`config.mk`:
```
export PLATFORM = sky130hd
export DESIGN_NAME = epu_dma_master
export DESIGN_NICKNAME = d
export VERILOG_FILES = /design/src/rtl/epu_dma_master.sv
export SDC_FILE = /design/constraint.sdc
export NUM_CORES = 1
export LEC_CHECK = 0
export BUFFER_PORTS_ARGS = -buffer_cell sky130_fd_sc_hd__clkbuf_2
export CAP_MARGIN = 20
export CORE_ASPECT_RATIO = 1.25
export CORE_UTILIZATION = 47
export DETAILED_ROUTE_END_ITERATION = 10
export PLACE_DENSITY = 0.71
export SLEW_MARGIN = 20
export SYNTH_ARGS = -nofsm -noshare
export SYNTH_HDL_FRONTEND = slang
export SYNTH_SLANG_ARGS = --single-unit
```
`constraint.sdc`:
```
create_clock -name clk -period 5.4 [get_ports clk]
set_clock_uncertainty 0.05 [all_clocks]
set_input_delay 0.81 -clock clk [delete_from_list [all_inputs] [get_ports clk]]
set_output_delay 0.81 -clock clk [all_outputs]
set_load 0.005 [all_outputs]
```
`src/rtl/epu_dma_master.sv`:
```
// AXI4 master DMA: copies 32-bit words src->dst in INCR bursts that never cross a 4 KB page.
// Optional cycle counter on cycles_o when EPU_DMA_PERF_CNT_EN is defined (tied to zero otherwise).
module epu_dma_master #(
  parameter int         MAX_BURST = 16,
  parameter logic [3:0] AXI_ID    = 4'h0
) (
  input  logic        clk,
  input  logic        rst,
  input  logic        start_i,
  input  logic [31:0] src_i,
  input  logic [31:0] dst_i,
  input  logic [15:0] words_i,
  output logic        busy_o,
  output logic        done_o,
  output logic        err_o,
  output logic [31:0] cycles_o,
  output logic [3:0]  arid_o,
  output logic [31:0] araddr_o,
  output logic [3:0]  arlen_o,
  output logic [2:0]  arsize_o,
  output logic [1:0]  arburst_o,
  output logic        arvalid_o,
  input  logic        arready_i,
  input  logic [3:0]  rid_i,
  input  logic [31:0] rdata_i,
  input  logic [1:0]  rresp_i,
  input  logic        rlast_i,
  input  logic        rvalid_i,
  output logic        rready_o,
  output logic [3:0]  awid_o,
  output logic [31:0] awaddr_o,
  output logic [3:0]  awlen_o,
  output logic [2:0]  awsize_o,
  output logic [1:0]  awburst_o,
  output logic        awvalid_o,
  input  logic        awready_i,
  output logic [31:0] wdata_o,
  output logic [3:0]  wstrb_o,
  output logic        wlast_o,
  output logic        wvalid_o,
  input  logic        wready_i,
  input  logic [3:0]  bid_i,
  input  logic [1:0]  bresp_i,
  input  logic        bvalid_i,
  output logic        bready_o
);

  // states: IDLE | CALC size next burst | AR | R fill buffer | AW | W drain buffer | B | DONE
  typedef enum logic [2:0] {
    S_IDLE, S_CALC, S_AR, S_R, S_AW, S_W, S_B, S_DONE
  } state_t;

  localparam logic [15:0] MAX_B16 = 16'(MAX_BURST);
  localparam logic [4:0]  MAX_B5  = 5'(MAX_BURST);

  state_t      state_q, state_d;
  logic [31:0] src_q, dst_q;
  logic [15:0] rem_q;
  logic [4:0]  beats_q, idx_q;
  logic        err_q, done_q;
  logic [31:0] buf_q [MAX_BURST];

  logic [15:0] room_src, room_dst, beats_c;
  logic [4:0]  len_m1;
  logic        last_rd, burst_last, berr;

  assign len_m1     = beats_q - 5'd1;
  assign last_rd    = (idx_q == len_m1);
  assign burst_last = (rem_q == {11'd0, beats_q});
  assign berr       = (bresp_i != 2'b00);

  // burst = min(remaining, MAX_BURST, words left in src page, words left in dst page)
  always_comb begin
    room_src = 16'd1024 - {6'd0, src_q[11:2]};
    room_dst = 16'd1024 - {6'd0, dst_q[11:2]};
    beats_c  = rem_q;
    if (beats_c > MAX_B16)  beats_c = MAX_B16;
    if (room_src < beats_c) beats_c = room_src;
    if (room_dst < beats_c) beats_c = room_dst;
  end

  always_ff @(posedge clk or posedge rst) begin
    if (rst) state_q <= S_IDLE;
    else     state_q <= state_d;
  end

  always_comb begin
    state_d = state_q;
    case (state_q)
      S_IDLE: if (start_i) state_d = (words_i == 16'd0) ? S_DONE : S_CALC;
      S_CALC: state_d = S_AR;
      S_AR:   if (arready_i) state_d = S_R;
      S_R:    if (rvalid_i && rlast_i) state_d = S_AW;
      S_AW:   if (awready_i) state_d = S_W;
      S_W:    if (wready_i && wlast_o) state_d = S_B;
      S_B:    if (bvalid_i) state_d = (burst_last || err_q || berr) ? S_DONE : S_CALC;
      S_DONE: state_d = S_IDLE;
      default: state_d = S_IDLE;
    endcase
  end

  always_comb begin
    arvalid_o = 1'b0;
    araddr_o  = 32'h0;
    arlen_o   = 4'h0;
    rready_o  = 1'b0;
    awvalid_o = 1'b0;
    awaddr_o  = 32'h0;
    awlen_o   = 4'h0;
    wvalid_o  = 1'b0;
    wdata_o   = 32'h0;
    wlast_o   = 1'b0;
    bready_o  = 1'b0;
    case (state_q)
      S_AR: begin
        arvalid_o = 1'b1;
        araddr_o  = src_q;
        arlen_o   = len_m1[3:0];
      end
      S_R:  rready_o = 1'b1;
      S_AW: begin
        awvalid_o = 1'b1;
        awaddr_o  = dst_q;
        awlen_o   = len_m1[3:0];
      end
      S_W: begin
        wvalid_o = 1'b1;
        wdata_o  = buf_q[idx_q[3:0]];
        wlast_o  = last_rd;
      end
      S_B:  bready_o = 1'b1;
      default: ;
    endcase
  end

  assign busy_o    = (state_q != S_IDLE);
  assign done_o    = done_q;
  assign err_o     = err_q;
  assign arid_o    = AXI_ID;
  assign awid_o    = AXI_ID;
  assign arsize_o  = 3'b010;
  assign awsize_o  = 3'b010;
  assign arburst_o = 2'b01;
  assign awburst_o = 2'b01;
  assign wstrb_o   = 4'hF;

  always_ff @(posedge clk or posedge rst) begin
    if (rst) begin
      src_q   <= 32'h0;
      dst_q   <= 32'h0;
      rem_q   <= 16'h0;
      beats_q <= 5'd0;
      idx_q   <= 5'd0;
      err_q   <= 1'b0;
      done_q  <= 1'b0;
    end else begin
      done_q <= (state_q == S_DONE);
      case (state_q)
        S_IDLE: if (start_i) begin
          src_q <= {src_i[31:2], 2'b00};
          dst_q <= {dst_i[31:2], 2'b00};
          rem_q <= words_i;
          err_q <= 1'b0;
        end
        S_CALC: begin
          beats_q <= beats_c[4:0];
          idx_q   <= 5'd0;
        end
        // idx saturates so a late rlast cannot wrap it into valid buffer slots
        S_R: if (rvalid_i) begin
          if (idx_q < MAX_B5) idx_q <= idx_q + 5'd1;
          if (rresp_i != 2'b00 || rlast_i != last_rd) err_q <= 1'b1;
          if (rlast_i) idx_q <= 5'd0;
        end
        S_W: if (wready_i) idx_q <= idx_q + 5'd1;
        S_B: if (bvalid_i) begin
          if (berr) err_q <= 1'b1;
          src_q <= src_q + {25'd0, beats_q, 2'b00};
          dst_q <= dst_q + {25'd0, beats_q, 2'b00};
          rem_q <= rem_q - {11'd0, beats_q};
        end
        default: ;
      endcase
    end
  end

  always_ff @(posedge clk) begin
    if (state_q == S_R && rvalid_i && idx_q < MAX_B5)
      buf_q[idx_q[3:0]] <= rdata_i;
  end

`ifdef EPU_DMA_PERF_CNT_EN
  logic [31:0] cyc_q;
  always_ff @(posedge clk or posedge rst) begin
    if (rst)                                cyc_q <= 32'h0;
    else if (state_q == S_IDLE && start_i)  cyc_q <= 32'h0;
    else if (busy_o)                        cyc_q <= cyc_q + 32'd1;
  end
  assign cycles_o = cyc_q;
`else
  assign cycles_o = 32'h0;
`endif

  logic unused_ok;
  assign unused_ok = ^{rid_i, bid_i, src_i[1:0], dst_i[1:0], beats_c[15:5]};

endmodule
```
Word-level counts from Yosys, hierarchy flattened
Memory sizes are Yosys's and may differ from the RTL's.
Index checks and enable logic that the tools add are counted.
Storage, ports and cells
  flip-flop bits (word level): 95
  RAM bits: 512
  input bits: 133
  logic and storage cells: 105
  memories: 1
Memories
  buf_q: depth 16, bits a word 32, read ports 1, clocked after Yosys merged registers in 0, wr ports 1, RTL line 61  | logic [31:0] buf_q [MAX_BURST];
Cells by class
  $add $sub $neg: 7
  order comparisons: 4
  eq/ne operators: 21
  multiplexer cells: 45
  reductions and logical operators: 19
Operator list (count)
  $mux 32: 7
  $pmux 32 s2: 2
  $add 32x7->32: 2
  $mux 16: 4
  $lt 16x16->1: 2
  $pmux 16 s2: 1
  $mux 5: 5
  $mux 3: 8
  $pmux 3 s8: 1
  $sub 11x10->12 const A: 2
  $ne 2x2->1 const B: 10
  $eq 16x5->1: 1
  $gt 16x5->1 const B: 1
  $logic_not 16->1: 1
  $sub 16x5->16: 1
  $pmux 5 s3: 1
  $mux 1: 13
  $eq 3x3->1 const B: 4
  $reduce_and 6->1: 2
  $reduce_bool 3->1: 3
  $mux 4: 2
  $eq 3x2->1 const B: 2
  $reduce_bool 2->1: 3
  $add 5x1->5 const B: 1
  12 further kinds: 17

Longest topological paths before layout
Gate-level depths: netlist of run 1.
  depth after elaboration: 7
  gate-level depth with buffers: 21
  mapped depth without buffers: 20

Worst setup path after synthesis of run 1
Ideal clock, no wire load.
  path kind: flip-flop to flip-flop
  start point: register src_q[7]
  end point: register beats_q[2]
  setup time: 0.157 ns
  arrival: 4.191 ns
  setup slack: 1.002 ns
  stages on the path, launching flop included: 20
  period minus slack after synthesis: 4.398 ns
  cells stage by stage: dfrtp_1 > clkbuf_1 > nor4_1 > nand2_1 > nor4_1 > xnor2_1 > ha_1 > a2111o_1 > o31ai_1 > o21a_1 > buf_4 > nand2_1 > ha_1 > o21a_1 > o21a_1 > o21ai_0 > nand2_1 > o31ai_4 > mux2i_1 > a21oi_1
Between the ends
  word-level cells in the longest chain between the ends: 5
Ends and longest elaborated chain
  start, declared: RTL line 57  | logic [31:0] src_q, dst_q;
  start signal, assigned: RTL line 160  | src_q <= {src_i[31:2], 2'b00};
  start signal, assigned: RTL line 178  | src_q <= src_q + {25'd0, beats_q, 2'b00};
  $sub 11x10->12 *: RTL line 74  | room_src = 16'd1024 - {6'd0, src_q[11:2]};
  $lt 16x16->1: RTL line 78  | if (room_src < beats_c) beats_c = room_src;
  $mux 16 *: RTL line 78
  $lt 16x16->1: RTL line 79  | if (room_dst < beats_c) beats_c = room_dst;
  $mux 5 *: RTL line 79
  end signal, assigned: RTL line 166  | beats_q <= beats_c[4:0];
  end, declared: RTL line 59  | logic [4:0] beats_q, idx_q;
Mark *: on every way between the ends. The rest lies on a longest branch, timed or not.
A chain may end at the register's enable or synchronous reset.

Worst setup path in the final report of run 1
  start point: register rem_q[8]
  end point: register beats_q[1]
Between the ends
  word-level cells in the longest chain between the ends: 6
Ends and longest elaborated chain
  start, declared: RTL line 58  | logic [15:0] rem_q;
  start signal, assigned: RTL line 162  | rem_q <= words_i;
  start signal, assigned: RTL line 180  | rem_q <= rem_q - {11'd0, beats_q};
  $gt 16x5->1: RTL line 77  | if (beats_c > MAX_B16) beats_c = MAX_B16;
  $mux 16 *: RTL line 77
  $lt 16x16->1: RTL line 78
  $mux 16 *: RTL line 78
  $lt 16x16->1: RTL line 79
  $mux 5 *: RTL line 79
Marks and branches as above.

==> metrics.txt, run 1 <==
share of cells above drive strength 1 0.2717; data required time at the worst endpoint 5840 ps; Area Overhead vs Synth 14.71%; Root Buffer clkbuf_16; Switching Fraction 0.3340; boundary pin count 300; Worst Tran Pin Value approximately 1100 ps; PD cells around 480 mW/mm²; status finished clean; wire per inst about 25 µm; Synth Instances around 1,800; Area contributors post-synth edfxtp_1 (56%), mux4_2 (13%), dfrtp_1 (8.3%), and2_1 (2.0%), ha_1 (1.9%); Slew Limit Fails 0; final antenna-violating net count 0; CTS tree yes; final setup violation count 0; DP Wirelength ~43,000 µm; biggest area consumer among synthesized cells edfxtp_1; yosys warns 0; clock tree buffer depth 3; drt pass-1 iters 5; Slew headroom 0.2893; I/O Buffers approximately 230; CTS sink cnt between 600 and 700; CP Class reg2reg; # hold bufs at CTS 0; Avg Cell Area, Syn about 15 µm²; CTS Buf Count a little under 60; largest net degree at the start of global routing 83; GR Overflow Total 0; Leakage roughly 11 nW; Die Y roughly 270 µm; Vias 16,880; Final Wtd Congestion approximately 0.95; crit-path cells or4_1, nor4_4, nand2_1, ha_1, a21oi_1, a21oi_1, o31ai_1, o21a_2, mux2i_1, inv_1, ha_1, o21ai_0, a211oi_1, o21ai_0, nand2_1, o31ai_4, a211oi_1, o22ai_1; share of the synthesized area in the top cell type 0.5631; vias per cell 5.991; Post-CTS Resized 0; crit path time final between 4000 and 5000 ps; Hold WC Path Type in2async; Nets 2,195; Die ar. 0.05907 mm²; Max Fanout on Critical Path 10; Comb power frac 0.316; ys flop type edfxtp_1; Crit. End Element flop; commonest cells in the netlist edfxtp_1 (512), mux4_2 (160), nor2_1 (102), a21oi_1 (98), nand2_1 (93); Clock Latency Late Sink 620 ps; final worst-path cycle share 0.9187; num rows between 90 and 100; count leader, synth edfxtp_1; flop and latch count out of synthesis between 600 and 700; first-pass GRT wire length between 100,000 and 150,000 µm; postcts setup bufs 0; Clock Power Share 0.277; Final TNS setup 0 ps; fmax around 200 MHz; Psw ~5.0 mW; number of synthesized flops with an enable pin around 510; register area share after synthesis 0.6465; Reg clk slew, reported paths 60 ps; area of the core approximately 0.057 mm²; final hold viol count 0; Max stage delay on crit path about 630 ps; unrepaired setup endpoints after global routing false; GRT Total Usage 0.2354; Flop pwr share 0.407; async set-reset flop share out of synthesis 0.1509; initial antenna violation count 2; crit start category flop; die span in x ~220 µm; overall routed net length slightly below 70,000 µm; DRC violations left 0; total power around 15 mW; Mapped Area 0.02730 mm²; number of global-route vias before repair around 17,000; drt first-iter violations roughly 1,800; synth unique cells 75; CP Data Arrival Time approximately 5400 ps; fillcell total around 4,500; initial core utilization 0.4768; Int Pwr ~10 mW; CP max-delay cell or4_1; Max Cap Viol 0; H-tree depth 2; worst vdd ir approximately 0.37 mV
==> kinds of logic (layout without fill, tap and decap cells) <==
logic type | count (synthesis) | count (layout) | synth area share
and+or+nand+nor | 442 | 442 | 0.08203
buffers and inverters | 189 | 410 | 0.03446
xor gates and xnor gates | 28 | 28 | 0.008982
AOI/OAI and AO/OA | 307 | 307 | 0.07213
muxes | 166 | 166 | 0.1342
adders and majority gates | 45 | 45 | 0.02145
DFF | 603 | 603 | 0.6465
other | 2 | 66 | 0.0002751
==> metrics by stage <==
stage | util | area (µm²) | worst slack, ps | hold slack [ps] | cells
2_1_floorplan | - | 27540 | 1002 | 416.8 | 1844
3_3_place_gp | 0.5112 | 29270 | 433.8 | 439.4 | 2704
3_5_place_dp | 0.5112 | 29270 | 384.7 | 454.7 | 2704
4_1_cts | 0.5459 | 31260 | 359.7 | 284.9 | 2813
5_1_grt | 0.5469 | 31320 | 55.50 | 330.7 | 2816
6_report | 0.5469 | 31320 | 438.9 | 296.8 | 2817
==> registers in the layout, indices dropped and copies added (netlist names) <==
register,cells
src_q,30
buf_q,512
dst_q,30
idx_q,5
state_q,3
beats_q,5
err_o,1
done_o,1
rem_q,16
==> final timing paths <==
path / start / end / slack (ps) / depth (start not counted)
max: rem_q[8]$_DFFE_PP0P_ / beats_q[1]$_DFFE_PP0P_ / 440 / 18
min: rst / dst_q[6]$_DFFE_PP0P_ / 300 / 2
max reg2reg: rem_q[8]$_DFFE_PP0P_ / beats_q[1]$_DFFE_PP0P_ / 440 / 18
min reg2reg: dst_q[24]$_DFFE_PP0P_ / dst_q[24]$_DFFE_PP0P_ / 460 / 1
max in group asynchronous: rst / idx_q[1]$_DFFE_PP0P_ / 3990 / 3
min in group clk: src_i[25] / src_q[25]$_DFFE_PP0P_ / 370 / 3
==> final cells by class <==
class	instances	area, µm²	share of cell area
Timing Repair Buffer	266	1514	0.04834
Antenna cell	2	5.005	0.0001598
Clock inverter	40	451.7	0.01442
Tap cell	750	938.4	0.02996
Sequential cell	603	17660	0.5640
Multi-Input combinational cell	1052	9075	0.2898
Clock buffer	69	1535	0.04902
Inverter	35	135.1	0.004315
==> per-layer routing <==
metal,up-vias,share of wire,global-route usage
met3,162,0.079,0.04246
li1,7337,-,-
met1,8565,0.37,0.2936
met5,-,0.00019,0
met4,2,0.039,0.09933
met2,810,0.51,0.4024
==> power by group through the flow <==
stage,clock (mW),combinational [mW],sequential (mW)
after floorplan,0,3.69,5.83
after global placement,0,4.64,6.19
after detailed placement,0,4.73,6.23
after CTS,4.26,4.76,6.13
after global routing,4.41,5.24,6.20
final,4.18,4.76,6.14
==> placed cells by master (no fill, tap or decap), types with 13 or more instances in the layout <==
cell type and count:
xnor2_1 16, a211oi_1 16, o21ai_0 63, clkbuf_16 60, ha_1 42, and2_1 89
mux4_2 160, inv_1 32, conb_1 64, edfxtp_1 512, o22ai_1 27, nand2_1 92
nor2_1 90, dfrtp_1 87, buf_4 31, nand3_1 37, nor3_1 33, a21oi_1 97
nand4_1 13, clkbuf_2 229
==> worst max-delay path, delay by kind of cell, from the launching register on <==
| kind | cells | cell delay (ps) |
|---|---|---|
| AOI/OAI and AO/OA | 10 | 1960 |
| and+or+nand+nor | 4 | 1400 |
| adders and majority gates | 2 | 630 |
| DFF | 1 | 440 |
| muxes | 1 | 270 |
| buffers and inverters | 1 | 70 |
(Power assumes the default switching activity.)
==> run 2: changes to the inputs <==
- clock period: 5.4 -> 5.71 ns (I/O delays scaled with it)
==> run 2 against run 1 <==
Sequential power decreased by 5.4%; largest power group unchanged; routed wire length increased by 0.44%; critical path type unchanged; total power decreased by 6.4%; critical path depth unchanged; highest routed layer unchanged; setup slack improved by 120 ps; fmax decreased by 3.8%; die area unchanged.
==> metrics.txt, run 2 (synthesis results as in run 1) <==
status finished clean (unchanged); Crit. End Element flop (unchanged); commonest cells after routing, fill and taps aside edfxtp_1 (512), clkbuf_2 (229), mux4_2 (160) (unchanged); area of the multi-input gates 0.009080 mm² (was 0.009075 mm²); Max Fanout on Critical Path 10 (unchanged); CTS sink cnt 603 (unchanged); largest net degree at the start of global routing 90 (was 83); Max stage delay on crit path 630 ps (about the same); Place WS 652.7 ps (was 384.7 ps); Clock Latency Late Sink 610 ps (was 620 ps); final worst-path cycle share 0.9027 (was 0.9187); initial antenna violation count 6 (was 2); crit-path cells or4_1, nor4_4, nand2_1, ha_1, a21oi_1, a21oi_1, o31ai_1, o21a_1, mux2i_1, inv_1, ha_1, o21ai_0, a211oi_1, o21ai_0, nand2_1, o31ai_4, a211oi_1, o22ai_1 (was or4_1, nor4_4, nand2_1, ha_1, a21oi_1, a21oi_1, o31ai_1, o21a_2, mux2i_1, inv_1, ha_1, o21ai_0, a211oi_1, o21ai_0, nand2_1, o31ai_4, a211oi_1, o22ai_1); postcts setup bufs 0 (unchanged); commonest non-fill, non-tap cell in the layout edfxtp_1 (unchanged); drt pass-1 iters 5 (unchanged); CP Data Arrival Time 5570 ps (was 5400 ps); met2 wire length 35,660 µm (was 35,240 µm); Worst Tran Pin Value 1154 ps (was 1063 ps); Flop pwr share 0.412 (was 0.407); initial core utilization 0.4768 (unchanged); Switching Fraction 0.3372 (was 0.3340); Hold WC Path Type in2async (unchanged); data required time at the worst endpoint 6130 ps (was 5840 ps); CP Class reg2reg (unchanged); Design Area, Final 0.03115 mm² (was 0.03132 mm²); Sequential Area 0.01766 mm² (unchanged); fillcell total 4,536 (was 4,532); PD cells 453.0 mW/mm² (was 481.5 mW/mm²); DRC violations left 0 (unchanged); Reg clk slew, reported paths 60 ps (about the same); final worst slack 555.6 ps (was 438.9 ps); first-pass GRT wire length 103,400 µm (unchanged); area of the core 0.05726 mm² (unchanged); crit path time final 5154 ps (was 4961 ps); Root Buffer clkbuf_16 (unchanged); metal3 WL 5353 µm (was 5484 µm); I/O Buffers 229 (unchanged); fin util 0.5441 (was 0.5469); Area Overhead vs Synth 14.11% (was 14.71%); Post-Layout Cell Count 2,808 (was 2,817); Leakage 10.82 nW (was 10.92 nW); Int Pwr 9.353 mW (was 10.04 mW); reg2reg end beats_q[1]$_DFFE_PP0P_ (unchanged); Clock Power Share 0.270 (was 0.277); Worst path top cell family by delay compound AO/OA/AOI/OAI gates (unchanged); Die Y 271.5 µm (unchanged); Min Hold Slack 295.8 ps (was 296.8 ps); Placement Cell Area 0.02923 mm² (was 0.02927 mm²); CP max-delay cell or4_1 (unchanged); Inst Count DP 2,698 (was 2,704); num rows 98 (unchanged); top sig layer met5 (unchanged); Nets 2,185 (was 2,195); vias per cell 5.911 (was 5.991); boundary pin count 300 (unchanged); unrepaired setup endpoints after global routing false (unchanged); CP bufs+invs 1 (unchanged); share of cells above drive strength 1 0.2683 (was 0.2717); drt first-iter violations 1,884 (was 1,822); Post-CTS Resized 0 (unchanged); final hold viol count 0 (unchanged); Vias 16,600 (was 16,880); number of global-route vias before repair 16,540 (was 16,760); H-tree depth 2 (unchanged); max reg flops 512 (unchanged); wire per inst 24.85 µm (was 24.66 µm); GR Overflow Total 0 (unchanged); total power 14.11 mW (was 15.08 mW); Max Cap Viol 0 (unchanged); die span in x 217.6 µm (unchanged); # hold bufs at CTS 0 (unchanged); Slew headroom 0.2287 (was 0.2893); Psw 4.759 mW (was 5.037 mW); crit start category flop (unchanged); Final Wtd Congestion 0.9448 (was 0.9514); final antenna-violating net count 0 (unchanged); GRT Total Usage 0.2365 (was 0.2354); clock tree buffer depth 3 (unchanged); reg-to-reg startpoint rem_q[8]$_DFFE_PP0P_ (unchanged); worst vdd ir 0.3345 mV (was 0.3735 mV); CTS tree yes (unchanged); Slew Limit Fails 0 (unchanged); Comb power frac 0.318 (was 0.316); overall routed net length 69,770 µm (was 69,470 µm); DP Wirelength 43,080 µm (was 43,400 µm); reg2reg setup slack 560 ps (was 440 ps); worst reg2reg path depth 18 (unchanged); CTS Buf Count 56 (was 59); wl on met1 26,230 µm (was 26,040 µm); Final TNS setup 0 ps (unchanged); Die ar. 0.05907 mm² (unchanged); final setup violation count 0 (unchanged); fmax 194.0 MHz (was 201.6 MHz)
==> run 2: routing by layer <==
metal  up-vias  track usage
met5         -            0
met4         8      0.09062
met3       125      0.04246
met2       785       0.4107
met1      8367       0.2932
li1       7312            -
==> run 2: cell type report <==
class	count	area share
multi-input combinational	1052	0.2914
timing repair buffer	259	0.04626
inverter	35	0.004337
sequential	603	0.5670
tap	750	0.03012
clock buffer	66	0.04618
antenna	4	0.0003213
clock inverter	39	0.01434
==> run 2: power by group through the flow <==
stage	Combinational, mW	Clock (mW)	Sequential [mW]
after floorplan	3.49	0	5.51
after global placement	4.36	0	5.87
after detailed placement	4.45	0	5.90
after CTS	4.49	3.87	5.81
after global routing	4.92	4.02	5.88
final	4.49	3.81	5.81
==> run 2: how the worst max path moves through the flow <==
stage | start | end | depth (start not counted)
CTS | src_q[7]$_DFFE_PP0P_ | beats_q[1]$_DFFE_PP0P_ | 18
global placement | rem_q[8]$_DFFE_PP0P_ | beats_q[1]$_DFFE_PP0P_ | 18
detailed placement | rem_q[8]$_DFFE_PP0P_ | beats_q[3]$_DFFE_PP0P_ | 17
finish | rem_q[8]$_DFFE_PP0P_ | beats_q[1]$_DFFE_PP0P_ | 18
floorplan | src_q[7]$_DFFE_PP0P_ | beats_q[2]$_DFFE_PP0P_ | 19
global route | src_q[7]$_DFFE_PP0P_ | beats_q[1]$_DFFE_PP0P_ | 18
==> run 3: changes to the inputs <==
- clock period: 5.71 -> 5.15 ns (I/O delays scaled with it)
==> run 3 against run 2 <==
Count of clock-buffer cells in the layout increased by 7; utilization increased by 0.12 points; first-iteration DRC count decreased by 3.8%; largest power group unchanged; global-route usage increased by 0.23 points; die area unchanged; via count increased by 1.6%; critical path type unchanged; sequential cell count unchanged.
==> metrics.txt, run 3 (synthesis results as in run 1) <==
status finished clean (unchanged); crit-path cells or4_1, nor4_4, buf_4, nand2_1, ha_1, nand3_1, or2_2, nand2b_1, o21a_2, buf_4, nand2_1, ha_1, o21a_1, o21a_1, o21ai_1, nand2_1, o31ai_4, mux2i_1, a21oi_1 (was or4_1, nor4_4, nand2_1, ha_1, a21oi_1, a21oi_1, o31ai_1, o21a_1, mux2i_1, inv_1, ha_1, o21ai_0, a211oi_1, o21ai_0, nand2_1, o31ai_4, a211oi_1, o22ai_1); Hold WC Path Type in2async (unchanged); data required time at the worst endpoint 5600 ps (was 6130 ps); Max Fanout on Critical Path 7 (was 10); commonest non-fill, non-tap cell in the layout edfxtp_1 (unchanged); top sig layer met5 (unchanged); final hold viol count 0 (unchanged); CP max-delay cell or4_1 (unchanged); Final Wtd Congestion 0.9690 (was 0.9448); first-pass GRT wire length 104,900 µm (was 103,400 µm); num rows 98 (unchanged); drt pass-1 iters 6 (was 5); largest net degree at the start of global routing 75 (was 90); overall routed net length 70,470 µm (was 69,770 µm); CP bufs+invs 2 (was 1); max reg flops 512 (unchanged); Nets 2,197 (was 2,185); Worst path top cell family by delay simple AND/OR/NAND/NOR gates (was compound AO/OA/AOI/OAI gates); wire per inst 25.04 µm (was 24.85 µm); metal3 WL 5434 µm (was 5353 µm); crit path time final 4761 ps (was 5154 ps); Die ar. 0.05907 mm² (unchanged); Worst Tran Pin Value 1029 ps (was 1154 ps); area of the multi-input gates 0.009081 mm² (was 0.009080 mm²); total power 15.73 mW (was 14.11 mW); DRC violations left 0 (unchanged); CTS Buf Count 56 (unchanged); wl on met1 26,530 µm (was 26,230 µm); Area Overhead vs Synth 14.35% (was 14.11%); initial antenna violation count 4 (was 6); CP Class reg2reg (unchanged); Max Cap Viol 0 (unchanged); most used cell, CP nand2_1; PD cells 504.0 mW/mm² (was 453.0 mW/mm²); Max stage delay on crit path 650 ps (was 630 ps); fin util 0.5453 (was 0.5441); final worst slack 389.5 ps (was 555.6 ps); Die Y 271.5 µm (unchanged); DP Wirelength 43,340 µm (was 43,080 µm); worst vdd ir 0.3210 mV (was 0.3345 mV); Final TNS setup 0 ps (unchanged); Clock Latency Late Sink 610 ps (about the same); Vias 16,870 (was 16,600); Post-Layout Cell Count 2,814 (was 2,808); GRT Total Usage 0.2388 (was 0.2365); vias per cell 5.995 (was 5.911); Slew headroom 0.3137 (was 0.2287); Reg clk slew, reported paths 70 ps (was 60 ps); Min Hold Slack 259.5 ps (was 295.8 ps); drt first-iter violations 1,813 (was 1,884); final antenna-violating net count 0 (unchanged); unrepaired setup endpoints after global routing false (unchanged); CP Data Arrival Time 5210 ps (was 5570 ps); number of global-route vias before repair 16,890 (was 16,540); CTS sink cnt 603 (unchanged); area of the core 0.05726 mm² (unchanged); Design Area, Final 0.03122 mm² (was 0.03115 mm²); I/O Buffers 229 (unchanged); final setup violation count 0 (unchanged); crit start category flop (unchanged); Leakage 10.87 nW (was 10.82 nW); clock tree buffer depth 3 (unchanged); final worst-path cycle share 0.9244 (was 0.9027); Sequential Area 0.01766 mm² (unchanged); Inst Count DP 2,706 (was 2,698); Root Buffer clkbuf_16 (unchanged); Placement Cell Area 0.02927 mm² (was 0.02923 mm²); Slew Limit Fails 0 (unchanged); met2 wire length 35,930 µm (was 35,660 µm); GR Overflow Total 0 (unchanged); CTS tree yes (unchanged); H-tree depth 2 (unchanged); die span in x 217.6 µm (unchanged); fillcell total 4,586 (was 4,536); boundary pin count 300 (unchanged); Place WS 181.9 ps (was 652.7 ps); share of cells above drive strength 1 0.2676 (was 0.2683); fmax 210.1 MHz (was 194.0 MHz); commonest cells after routing, fill and taps aside edfxtp_1 (512), clkbuf_2 (229), mux4_2 (160) (unchanged); initial core utilization 0.4768 (unchanged); Crit. End Element flop (unchanged)
==> run 3: area by class of cell <==
cell class	instances	share of cell area
antenna	1	0.00008015
clock buffer	73	0.04693
clock inverter	29	0.01334
inverter	35	0.004328
multi-input combinational	1052	0.2909
sequential	603	0.5658
tap	750	0.03006
timing repair buffer	271	0.04865
==> run 3: report_power, final <==
part	internal, mW	switching (mW)	leakage [nW]
clock network	2.43	1.83	0.899
registers	5.72	0.632	5.65
logic	2.33	2.80	4.32
total	10.5	5.26	10.9
==> run 3: per-layer routing <==
layer	global-route usage	vias to the layer above
li1	-	7345
met4	0.09211	6
met5	0	-
met3	0.04123	152
met2	0.4115	811
met1	0.2998	8555
==> run 3: timing repair <==
item / 4_1_cts / 5_1_grt
endpoints found under the setup margin: 0 / 5
resized for setup: 0 / 3
hold buffers: 0 / 0
setup buffers: 0 / 4
==> run 3: worst paths after layout <==
path	from	end	slack, ps	cells past startpoint
worst max-delay path	rem_q[8]$_DFFE_PP0P_	beats_q[2]$_DFFE_PP0P_	390	19
worst min-delay path	rst	dst_q[20]$_DFFE_PP0P_	260	2
worst max register to register	rem_q[8]$_DFFE_PP0P_	beats_q[2]$_DFFE_PP0P_	390	19
worst min register to register	dst_q[24]$_DFFE_PP0P_	dst_q[24]$_DFFE_PP0P_	480	1
max in group asynchronous	rst	src_q[17]$_DFFE_PP0P_	3790	3
min in group clk	src_i[25]	src_q[25]$_DFFE_PP0P_	360	3
==> run 3: worst register-to-register path, cell delays in order (launching register included) <==
cell	delay, ps
dfrtp_1	440
or4_1	650
nor4_4	370
buf_4	200
nand2_1	70
ha_1	290
nand3_1	60
or2_2	300
nand2b_1	170
o21a_2	260
buf_4	160
nand2_1	60
ha_1	240
o21a_1	120
o21a_1	160
o21ai_1	240
nand2_1	160
o31ai_4	320
mux2i_1	260
a21oi_1	90
